$ cat src/rtl/sg_mem_wr_pkg.sv
// Shared types and default sizes for the scatter-gather waveform-memory write controller.
package sg_mem_wr_pkg;

  localparam int unsigned DEF_N = 10;
  localparam int unsigned DEF_B = 32;

  typedef enum logic [1:0] {
    ST_IDLE  = 2'd0,
    ST_WRITE = 2'd1,
    ST_DONE  = 2'd2
  } state_e;

endpackage

$ cat src/rtl/sg_mem_wr_ctrl.sv
// Streams AXI-S samples into waveform memory starting at start_addr, armed by a we rising edge.
// Optional status outputs (busy, wr_count) are built when SG_MEM_WR_STATUS_EN is defined.
module sg_mem_wr_ctrl
  import sg_mem_wr_pkg::*;
#(
  parameter int unsigned N = DEF_N,
  parameter int unsigned B = DEF_B
) (
  input  logic         aclk,
  input  logic         aresetn,
  input  logic [31:0]  start_addr,
  input  logic         we,
  input  logic [B-1:0] s_axis_tdata,
  input  logic         s_axis_tvalid,
  input  logic         s_axis_tlast,
  output logic         s_axis_tready,
  output logic         mem_we,
  output logic [N-1:0] mem_addr,
  output logic [B-1:0] mem_di
`ifdef SG_MEM_WR_STATUS_EN
  ,
  output logic         busy,
  output logic [N:0]   wr_count
`endif
);

  localparam logic [1:0] IDLE  = ST_IDLE;
  localparam logic [1:0] WRITE = ST_WRITE;
  localparam logic [1:0] DONE  = ST_DONE;

  logic [1:0]   state_q;
  logic [1:0]   state_d;
  logic         we_q;
  logic         we_rise;
  logic         accept;
  logic         load;
  logic [N-1:0] addr_q;
  logic         unused_start_hi;

  assign unused_start_hi = ^start_addr[31:N];

  assign we_rise       = we & ~we_q;
  // Reset gating keeps tready low for the whole reset window, not just after the first edge.
  assign s_axis_tready = aresetn && (state_q == WRITE) && we;
  assign accept        = s_axis_tvalid && s_axis_tready;
  assign load          = (state_q == IDLE) && we_rise;

  // State register
  always_ff @(posedge aclk) begin
    if (!aresetn) state_q <= IDLE;
    else          state_q <= state_d;
  end

  // Next-state logic
  always_comb begin
    state_d = state_q;
    case (state_q)
      IDLE:    if (we_rise) state_d = WRITE;
      WRITE: begin
        if (!we)                         state_d = IDLE;
        else if (accept && s_axis_tlast) state_d = DONE;
      end
      DONE:    if (!we) state_d = IDLE;
      default: state_d = IDLE;
    endcase
  end

  // Edge detect, address counter and registered memory write port
  always_ff @(posedge aclk) begin
    if (!aresetn) begin
      we_q     <= 1'b0;
      addr_q   <= '0;
      mem_we   <= 1'b0;
      mem_addr <= '0;
      mem_di   <= '0;
    end else begin
      we_q   <= we;
      mem_we <= accept;
      if (load) begin
        addr_q <= start_addr[N-1:0];
      end else if (accept) begin
        addr_q <= addr_q + N'(1);
      end
      if (accept) begin
        mem_addr <= addr_q;
        mem_di   <= s_axis_tdata;
      end
    end
  end

`ifdef SG_MEM_WR_STATUS_EN
  // Status: busy mirrors WRITE, wr_count counts accepted beats of the current load, saturating
  always_ff @(posedge aclk) begin
    if (!aresetn) begin
      busy     <= 1'b0;
      wr_count <= '0;
    end else begin
      busy <= (state_d == WRITE);
      if (load) begin
        wr_count <= '0;
      end else if (accept && (wr_count != {(N+1){1'b1}})) begin
        wr_count <= wr_count + (N+1)'(1);
      end
    end
  end
`endif

endmodule

$ cat config.mk
export PLATFORM = sky130hd
export DESIGN_NAME = sg_mem_wr_ctrl
export DESIGN_NICKNAME = d
export VERILOG_FILES = /design/src/rtl/sg_mem_wr_pkg.sv /design/src/rtl/sg_mem_wr_ctrl.sv
export SDC_FILE = /design/constraint.sdc
export NUM_CORES = 1
export LEC_CHECK = 0
export ABC_AREA = 1
export CORE_UTILIZATION = 43
export DETAILED_ROUTE_END_ITERATION = 7
export PLACE_DENSITY_LB_ADDON = 0.12
export SKIP_LAST_GASP = 1
export SLEW_MARGIN = 20
export SYNTH_ARGS = -nofsm -noshare
export SYNTH_HDL_FRONTEND = slang
export SYNTH_SLANG_ARGS = --single-unit
$ cat constraint.sdc
create_clock -name aclk -period 2.5 [get_ports aclk]
set_input_delay 0.25 -clock aclk [delete_from_list [all_inputs] [get_ports aclk]]
set_output_delay 0.25 -clock aclk [all_outputs]
set_load 0.02 [all_outputs]
Word level (Yosys, flattened, before mapping)
Index checks and enable logic that the tools add are counted.

Register bits: 56. Input port bits: 69. Output and inout bits: 44. Logic and storage cells: 29.

Add/sub/neg operators: 1. Equal/unequal tests: 5. Multiplexer cells: 7. Bitwise logic cells: 2. Reductions and logical operators: 8.

Operator list (number): two-way mux 10 bit (2); adder 10 x 1 -> 10 bit, second input constant (1); two-way mux 2 bit (4); one-hot mux 2 bit (3 select lines) (1); logical AND 1 bit (5); inequality test 2 bit, second input constant (2); inequality test 3 x 2 -> 1 bit, second input constant (1); AND reduction 3 bit (1); == test 2 x 1 -> 1 bit, second input constant (1); == test 2 bit, second input constant (1); zero test 2 bit (1); nonzero test 2 bit (1); bitwise AND 1 bit (1); inverter 1 bit (1).

Longest topological paths before layout
Gate-level depths: netlist of the first run.

Depth in word-level cells: 8. Gate-level depth with buffers: 9. Gate-level depth less buffers: 9.

Least setup slack after synthesis of the first run
No wires, ideal clock.

Kind: in2out. Start point: in aresetn. End point: out s_axis_tready. Data arrival time: 1.025 ns. Required time: 2.250 ns. Setup slack: 1.225 ns. Stages on the path: 3. Path buffers: 1. Path through: buf_2 inv_1 nor3_1.

Longest elaborated chain between the ends: 2.

RTL lines: from (decl) (RTL line sg_mem_wr_ctrl.sv:10) `input logic aresetn,`; logical AND 1 bit (2 in a row) (RTL line sg_mem_wr_ctrl.sv:44) `assign s_axis_tready = aresetn && (state_q == WRITE) && we;`; to (decl) (RTL line sg_mem_wr_ctrl.sv:16) `output logic s_axis_tready,`.

Every way passes these cells.

Final worst setup path of the first run
Start point: in we. End point: out s_axis_tready.

Longest elaborated chain between the ends: 1.

RTL lines: from (decl) (RTL line sg_mem_wr_ctrl.sv:12) `input logic we,`; logical AND 1 bit (RTL line sg_mem_wr_ctrl.sv:44).

Every way passes these cells.

==> run_summary.xml, run 1 <==
<?xml version="1.0" encoding="UTF-8"?>
<metrics>
  <group name="route">
    <metric name="detailroute.via_count" unit="">2182</metric>
    <metric name="drc" unit="">0</metric>
    <metric name="drt_pass1_iterations" unit="">4</metric>
    <metric name="average_routed_wire_per_standard_cell" unit="um">11.7</metric>
    <metric name="viasPerCell" unit="">4.73</metric>
    <metric name="drt-initial-drc-count" unit="">123</metric>
    <metric name="antenna_violating_nets_post_route" unit="">0</metric>
    <metric name="total_detailed_routing_wirelength" unit="mm">5.40</metric>
  </group>
  <group name="clock_network">
    <metric name="clock-sinks" unit="">56</metric>
    <metric name="post_cts.resized_instances" unit="">0</metric>
    <metric name="cts_buffers" unit="">5</metric>
    <metric name="cts-htree-levels" unit="">2</metric>
    <metric name="post_cts_buffers" unit="">0</metric>
    <metric name="cts_tree" unit="">built</metric>
    <metric name="clock_transition_at_the_register_clock_pins_on_the_worst_setup_and_hold_paths_after_cts" unit="ns">0.10</metric>
    <metric name="clock_path_buffers" unit="">2</metric>
    <metric name="holdBufCountCts" unit="">0</metric>
    <metric name="clock_tree.root_cell" unit="">sky130_fd_sc_hd__clkbuf_8</metric>
    <metric name="insertion_delay" unit="ns">0.31</metric>
  </group>
  <group name="yosys">
    <metric name="syn-cell-area" unit="sq um">2240</metric>
    <metric name="yosysWarnings" unit="">0</metric>
    <metric name="mapped_nets" unit="">377</metric>
    <metric name="synth-seq-area-share" unit="">0.501</metric>
    <metric name="synth_area_per_cell" unit="sq um">7.30</metric>
    <metric name="synth_cell_type_count" unit="">23</metric>
    <metric name="postSynthCellCount" unit="">307</metric>
    <metric name="postSynthRegisterBits" unit="">56</metric>
  </group>
  <group name="finish">
    <metric name="layout.nets" unit="">463</metric>
    <metric name="layout-drive-gt1-share" unit="">0.0482</metric>
    <metric name="fin_util" unit="">0.670</metric>
    <metric name="synthToLayoutAreaGrowth" unit="%">46.0</metric>
    <metric name="layout.cells.most_common" unit="">sky130_fd_sc_hd__nand2_1</metric>
    <metric name="filler_cell_count" unit="">464</metric>
    <metric name="layout_common_cells" unit="">sky130_fd_sc_hd__nand2_1, sky130_fd_sc_hd__clkdlybuf4s50_1, sky130_fd_sc_hd__dfxtp_1</metric>
    <metric name="antenna_cells_inserted" unit="">0</metric>
    <metric name="multi_input_gate_area" unit="sq um">950</metric>
    <metric name="ff_latch_area" unit="sq um">1120</metric>
  </group>
  <group name="power">
    <metric name="intPower" unit="uW">1260</metric>
    <metric name="p_total" unit="uW">1670</metric>
    <metric name="ir_worst_vdd" unit="mV">0.361</metric>
    <metric name="power.static_leakage" unit="uW">0.00142</metric>
    <metric name="power.combinational.fraction" unit="">0.126</metric>
    <metric name="netSwitchingFraction" unit="">0.248</metric>
    <metric name="power.density" unit="nW/um^2">512</metric>
    <metric name="share_seq_of_total_power" unit="">0.560</metric>
    <metric name="switchingPower" unit="uW">415</metric>
    <metric name="pwr-share-clk" unit="">0.314</metric>
  </group>
  <group name="run">
    <metric name="drv_cap" unit="">0</metric>
  </group>
  <group name="placement">
    <metric name="buffer_ports.inserted" unit="">90</metric>
    <metric name="gp_routability_congestion" unit="">0.911</metric>
    <metric name="hpwl_after_detailed_placement" unit="mm">3.80</metric>
  </group>
  <group name="sta">
    <metric name="hold_violations" unit="">0</metric>
    <metric name="finalClockSkew" unit="ns">0.00574</metric>
    <metric name="final-max-slew-violation-count" unit="">0</metric>
    <metric name="worst_slew_pin_slew" unit="ns">0.506</metric>
    <metric name="unrepaired_setup_endpoints_after_global_routing" unit="">no</metric>
    <metric name="maxSlewHeadroom" unit="">0.662</metric>
    <metric name="max_freq" unit="MHz">527</metric>
    <metric name="fin_tns_setup" unit="ns">0</metric>
    <metric name="hold_slack" unit="ns">0.369</metric>
    <metric name="post-route-period-util" unit="">0.759</metric>
    <metric name="finalSetupViolations" unit="">0</metric>
    <metric name="period_minus_slack" unit="ns">1.90</metric>
  </group>
  <group name="worst_setup_path">
    <metric name="critPathLaunch" unit="">we</metric>
    <metric name="critical_path_arrival" unit="ns">1.65</metric>
    <metric name="timing_worst_setup_path_type" unit="">in -&gt; out</metric>
    <metric name="r2r_setup_slack" unit="ns">0.95</metric>
    <metric name="timing.critical_path.from_type" unit="">input pin</metric>
    <metric name="r2r-start" unit="">state_q[1]</metric>
    <metric name="timing.critical_path.fanout_max" unit="">4</metric>
    <metric name="worst-endpoint-required" unit="ns">2.25</metric>
    <metric name="setup.worst_path.end_class" unit="">output port</metric>
  </group>
  <group name="grt">
    <metric name="global_route_wire_length_before_repair" unit="mm">8.57</metric>
    <metric name="grt_pass1_vias" unit="">1961</metric>
    <metric name="number_of_antenna_violations_at_the_first_check_in_global_routing" unit="">0</metric>
    <metric name="track_usage" unit="">0.201</metric>
    <metric name="leftover_overflow_at_the_end_of_global_routing" unit="">0</metric>
    <metric name="grt_start_max_net_pins" unit="">49</metric>
  </group>
  <group name="die">
    <metric name="chipHeight" unit="um">74.2</metric>
    <metric name="initial_utilization" unit="">0.459</metric>
    <metric name="floorplan.rows" unit="">25</metric>
    <metric name="core" unit="sq um">4880</metric>
    <metric name="top_ports" unit="">113</metric>
    <metric name="fp.dieArea" unit="sq um">5500</metric>
    <metric name="dieWidth" unit="um">74.2</metric>
  </group>
  <group name="min_path">
    <metric name="hold_class" unit="">in -&gt; reg</metric>
    <metric name="min_from" unit="">aresetn</metric>
  </group>
  <group name="status">
    <metric name="status" unit="">complete, no violations</metric>
  </group>
</metrics>
sequential cells by signal, summed over array words and instances (netlist names):
register / flops
mem_addr: 10
state_q: 2
we_q: 1
mem_we: 1
mem_di: 32
addr_q: 10
synth_stat cells:
| cell | number | area [sq um] |
|---|---|---|
| sky130_fd_sc_hd__o21ai_0 | 5 | 25.0 |
| sky130_fd_sc_hd__nor2_1 | 15 | 56.3 |
| sky130_fd_sc_hd__nor3_1 | 2 | 10.0 |
| sky130_fd_sc_hd__inv_1 | 20 | 75.1 |
| sky130_fd_sc_hd__nand3_2 | 1 | 10.0 |
| sky130_fd_sc_hd__nor2_2 | 1 | 6.26 |
| sky130_fd_sc_hd__dfxtp_1 | 56 | 1120 |
| sky130_fd_sc_hd__nand3b_1 | 2 | 15.0 |
| sky130_fd_sc_hd__ha_1 | 1 | 12.5 |
| sky130_fd_sc_hd__a21oi_1 | 12 | 60.1 |
| sky130_fd_sc_hd__buf_6 | 1 | 11.3 |
| sky130_fd_sc_hd__inv_2 | 1 | 3.75 |
| sky130_fd_sc_hd__buf_1 | 3 | 11.3 |
| sky130_fd_sc_hd__nand3_1 | 55 | 275 |
| sky130_fd_sc_hd__xor2_1 | 1 | 8.76 |
| sky130_fd_sc_hd__o21ai_1 | 7 | 35.0 |
| sky130_fd_sc_hd__a211oi_2 | 1 | 12.5 |
| sky130_fd_sc_hd__and3_1 | 1 | 6.26 |
| sky130_fd_sc_hd__clkbuf_1 | 2 | 7.51 |
| sky130_fd_sc_hd__buf_2 | 9 | 45.0 |
| sky130_fd_sc_hd__nand4_1 | 3 | 18.8 |
| sky130_fd_sc_hd__nand2_1 | 106 | 398 |
| sky130_fd_sc_hd__buf_4 | 2 | 15.0 |
kinds of logic after synthesis:
family,Yosys count,synth area share
simple gates,186,0.355
flops,56,0.501
buf+inv,38,0.0754
compound gates,25,0.0592
xor+xnor,1,0.00391
fa+ha+maj,1,0.00559
critical path, stage by stage:
cell and delay, ns:
sky130_fd_sc_hd__clkdlybuf4s50_1 0.52, sky130_fd_sc_hd__nand2_1 0.10, sky130_fd_sc_hd__nor3_1 0.15, sky130_fd_sc_hd__clkdlybuf4s50_1 0.63
through the flow:
step,std cells,setup WS (ns),area (sq um)
final,461,0.603,3270
after global routing,461,0.513,3270
after CTS,461,0.587,3270
after global placement,453,0.596,3170
after detailed placement,453,0.584,3170
after floorplan,307,1.23,2240
cell type report:
cell class / count / area share
Multi-Input combinational cell: 213 / 0.290
Tap cell: 67 / 0.0256
Timing Repair Buffer: 96 / 0.288
Clock buffer: 6 / 0.0252
Sequential cell: 56 / 0.343
Inverter: 21 / 0.0241
Clock inverter: 2 / 0.00421
routing by layer:
layer / track usage / routed length [um] / vias to the layer above / part of all wire
met3: 0.0664 / 447 / 5 / 0.083
met1: 0.245 / 2480 / 950 / 0.46
met5: 0 / 0 / - / 0
met4: 0.0449 / 46 / 0 / 0.0085
met2: 0.343 / 2430 / 72 / 0.45
li1: - / - / 1155 / -
power groups by stage:
stage,registers [uW],logic [uW],clock network [uW]
after CTS,937,212,544
after detailed placement,958,211,0
final,937,211,526
after global routing,941,233,575
after floorplan,969,82.5,0
after global placement,957,210,0
final timing paths:
kind	depth (start not counted)	to
hold reg to reg	2	mem_di[3]
hold / removal	3	addr_q[7]
setup / recovery	4	s_axis_tready
setup reg to reg	7	addr_q[9]
No activity file was read; power rests on OpenSTA's default activity.
==> run 2, diff against run 1 <==
CORE_UTILIZATION = 40   (was 43)
clock period = 1.8 ns   (was 2.5 ns; I/O delays follow)
==> run_summary.xml, run 2 (synthesis gave the netlist of run 1 again) <==
<?xml version="1.0" encoding="UTF-8"?>
<metrics>
  <group name="status">
    <metric name="status" unit="">complete, no violations</metric>
  </group>
  <group name="die">
    <metric name="top_ports" unit="">113</metric>
    <metric name="dieWidth" unit="um">76.8</metric>
    <metric name="floorplan.rows" unit="">26</metric>
    <metric name="chipHeight" unit="um">76.8</metric>
    <metric name="initial_utilization" unit="">0.428</metric>
    <metric name="core" unit="sq um">5240</metric>
    <metric name="fp.dieArea" unit="sq um">5900</metric>
  </group>
  <group name="finish">
    <metric name="largest_register_ffs" unit="">32</metric>
    <metric name="fin_cells" unit="">468</metric>
    <metric name="layout.nets" unit="">467</metric>
    <metric name="layout-drive-gt1-share" unit="">0.0553</metric>
    <metric name="fin_util" unit="">0.633</metric>
    <metric name="layout.cells.most_common" unit="">sky130_fd_sc_hd__nand2_1</metric>
    <metric name="final_cell_area" unit="sq um">3310</metric>
    <metric name="filler_cell_count" unit="">508</metric>
    <metric name="register_with_the_most_flip_flops" unit="">mem_di</metric>
    <metric name="reg_top3" unit="">mem_di: 32 flops, addr_q: 10 flops, mem_addr: 10 flops</metric>
    <metric name="synthToLayoutAreaGrowth" unit="%">48.0</metric>
    <metric name="layout_common_cells" unit="">sky130_fd_sc_hd__nand2_1, sky130_fd_sc_hd__clkdlybuf4s50_1, sky130_fd_sc_hd__dfxtp_1</metric>
    <metric name="antenna_cells_inserted" unit="">0</metric>
  </group>
  <group name="clock_network">
    <metric name="clock_path_buffers" unit="">2</metric>
    <metric name="cts_buffers" unit="">5</metric>
    <metric name="cts_tree" unit="">built</metric>
    <metric name="cts-htree-levels" unit="">2</metric>
    <metric name="post_cts.resized_instances" unit="">0</metric>
    <metric name="post_cts_buffers" unit="">0</metric>
    <metric name="holdBufCountCts" unit="">0</metric>
    <metric name="clock_transition_at_the_register_clock_pins_on_the_worst_setup_and_hold_paths_after_cts" unit="ns">0.09</metric>
    <metric name="insertion_delay" unit="ns">0.31</metric>
    <metric name="clock-sinks" unit="">56</metric>
    <metric name="clock_tree.root_cell" unit="">sky130_fd_sc_hd__clkbuf_8</metric>
  </group>
  <group name="placement">
    <metric name="detailed_place.area" unit="sq um">3220</metric>
    <metric name="placed_cells_incl_taps" unit="">460</metric>
    <metric name="gp_routability_congestion" unit="">0.848</metric>
    <metric name="buffer_ports.inserted" unit="">90</metric>
    <metric name="hpwl_after_detailed_placement" unit="mm">3.78</metric>
  </group>
  <group name="sta">
    <metric name="hold_violations" unit="">0</metric>
    <metric name="finalClockSkew" unit="ns">0.00479</metric>
    <metric name="unrepaired_setup_endpoints_after_global_routing" unit="">no</metric>
    <metric name="finalSetupViolations" unit="">0</metric>
    <metric name="final-max-slew-violation-count" unit="">0</metric>
    <metric name="period_minus_slack" unit="ns">1.70</metric>
    <metric name="fin_tns_setup" unit="ns">0</metric>
    <metric name="post-route-period-util" unit="">0.945</metric>
    <metric name="worst_slew_pin_slew" unit="ns">0.488</metric>
    <metric name="maxSlewHeadroom" unit="">0.675</metric>
    <metric name="max_freq" unit="MHz">588</metric>
  </group>
  <group name="route">
    <metric name="drt-initial-drc-count" unit="">103</metric>
    <metric name="viasPerCell" unit="">4.82</metric>
    <metric name="total_detailed_routing_wirelength" unit="mm">5.36</metric>
    <metric name="average_routed_wire_per_standard_cell" unit="um">11.5</metric>
    <metric name="drc" unit="">0</metric>
    <metric name="detailroute.via_count" unit="">2254</metric>
    <metric name="drt_pass1_iterations" unit="">4</metric>
    <metric name="antenna_violating_nets_post_route" unit="">0</metric>
  </group>
  <group name="grt">
    <metric name="leftover_overflow_at_the_end_of_global_routing" unit="">0</metric>
    <metric name="use_met3" unit="">0.0440</metric>
    <metric name="top_usage_layer" unit="">met2</metric>
    <metric name="grt_util_met1" unit="">0.235</metric>
    <metric name="track_usage" unit="">0.186</metric>
    <metric name="gr-usage-met2" unit="">0.307</metric>
    <metric name="number_of_antenna_violations_at_the_first_check_in_global_routing" unit="">0</metric>
    <metric name="global_route_wire_length_before_repair" unit="mm">8.91</metric>
    <metric name="grt_start_max_net_pins" unit="">49</metric>
    <metric name="grt_pass1_vias" unit="">1999</metric>
  </group>
  <group name="worst_setup_path">
    <metric name="timing_worst_setup_path_type" unit="">reg -&gt; out</metric>
    <metric name="worst-endpoint-required" unit="ns">1.62</metric>
    <metric name="timing.critical_path.fanout_max" unit="">3</metric>
    <metric name="setup.worst_path.end_class" unit="">output port</metric>
    <metric name="critical_path_arrival" unit="ns">1.52</metric>
    <metric name="timing.critical_path.from_type" unit="">register</metric>
  </group>
  <group name="power">
    <metric name="power.density" unit="nW/um^2">697</metric>
    <metric name="ir_worst_vdd" unit="mV">0.401</metric>
    <metric name="power.static_leakage" unit="uW">0.00144</metric>
    <metric name="p_total" unit="uW">2310</metric>
  </group>
  <group name="min_path">
    <metric name="hold_class" unit="">in -&gt; reg</metric>
  </group>
  <group name="run">
    <metric name="drv_cap" unit="">0</metric>
  </group>
</metrics>
run 2: changes by cell type in the layout (fill, tap and decap cells not counted):
cell and change:
sky130_fd_sc_hd__buf_4 +3, sky130_fd_sc_hd__buf_12 +1, sky130_fd_sc_hd__clkbuf_1 +1, sky130_fd_sc_hd__clkinv_2 -1, sky130_fd_sc_hd__clkinvlp_4 +1, sky130_fd_sc_hd__inv_6 -1
run 2: per-layer routing:
metal	vias up	wire length [um]
li1	1163	-
met4	0	61
met1	1006	2490
met3	6	392
met5	-	0
met2	79	2420
run 2: final cells by class:
cell class                 count  area [sq um]  share of cell area
sequential                    56          1120               0.338
multi-input combinational    213           950               0.287
tap                           70          87.6              0.0264
clock inverter                 1          7.51             0.00227
timing repair buffer         100           983               0.297
clock buffer                   7          86.3              0.0260
inverter                      21          78.8              0.0238
run 2: path summary, 6_finish.rpt:
kind,end,start,cells past startpoint,slack (ns)
setup reg to reg,addr_q[7],addr_q[0],6,0.43
hold / removal,state_q[0],aresetn,4,0.31
setup / recovery,s_axis_tready,state_q[0],3,0.1
hold reg to reg,mem_di[17],mem_di[17],2,0.47
run 2: through the flow:
stage,setup slack [ns],hold WS [ns]
2_1_floorplan,0.642,0.273
3_3_place_gp,0.109,0.450
3_5_place_dp,0.121,0.456
4_1_cts,0.0786,0.293
5_1_grt,0.00684,0.320
6_report,0.0991,0.308
run 2: report_power, final:
group	total [uW]	switching, uW	internal (uW)
clock network	706	392	313
logic	303	138	166
registers	1300	27.7	1270
total	2310	557	1750
run 2: worst max-delay path, cell delays in order (launching register included):
cell and delay [ns]:
sky130_fd_sc_hd__dfxtp_1 0.37, sky130_fd_sc_hd__nand2_1 0.09, sky130_fd_sc_hd__nor3_1 0.14, sky130_fd_sc_hd__clkdlybuf4s50_1 0.63
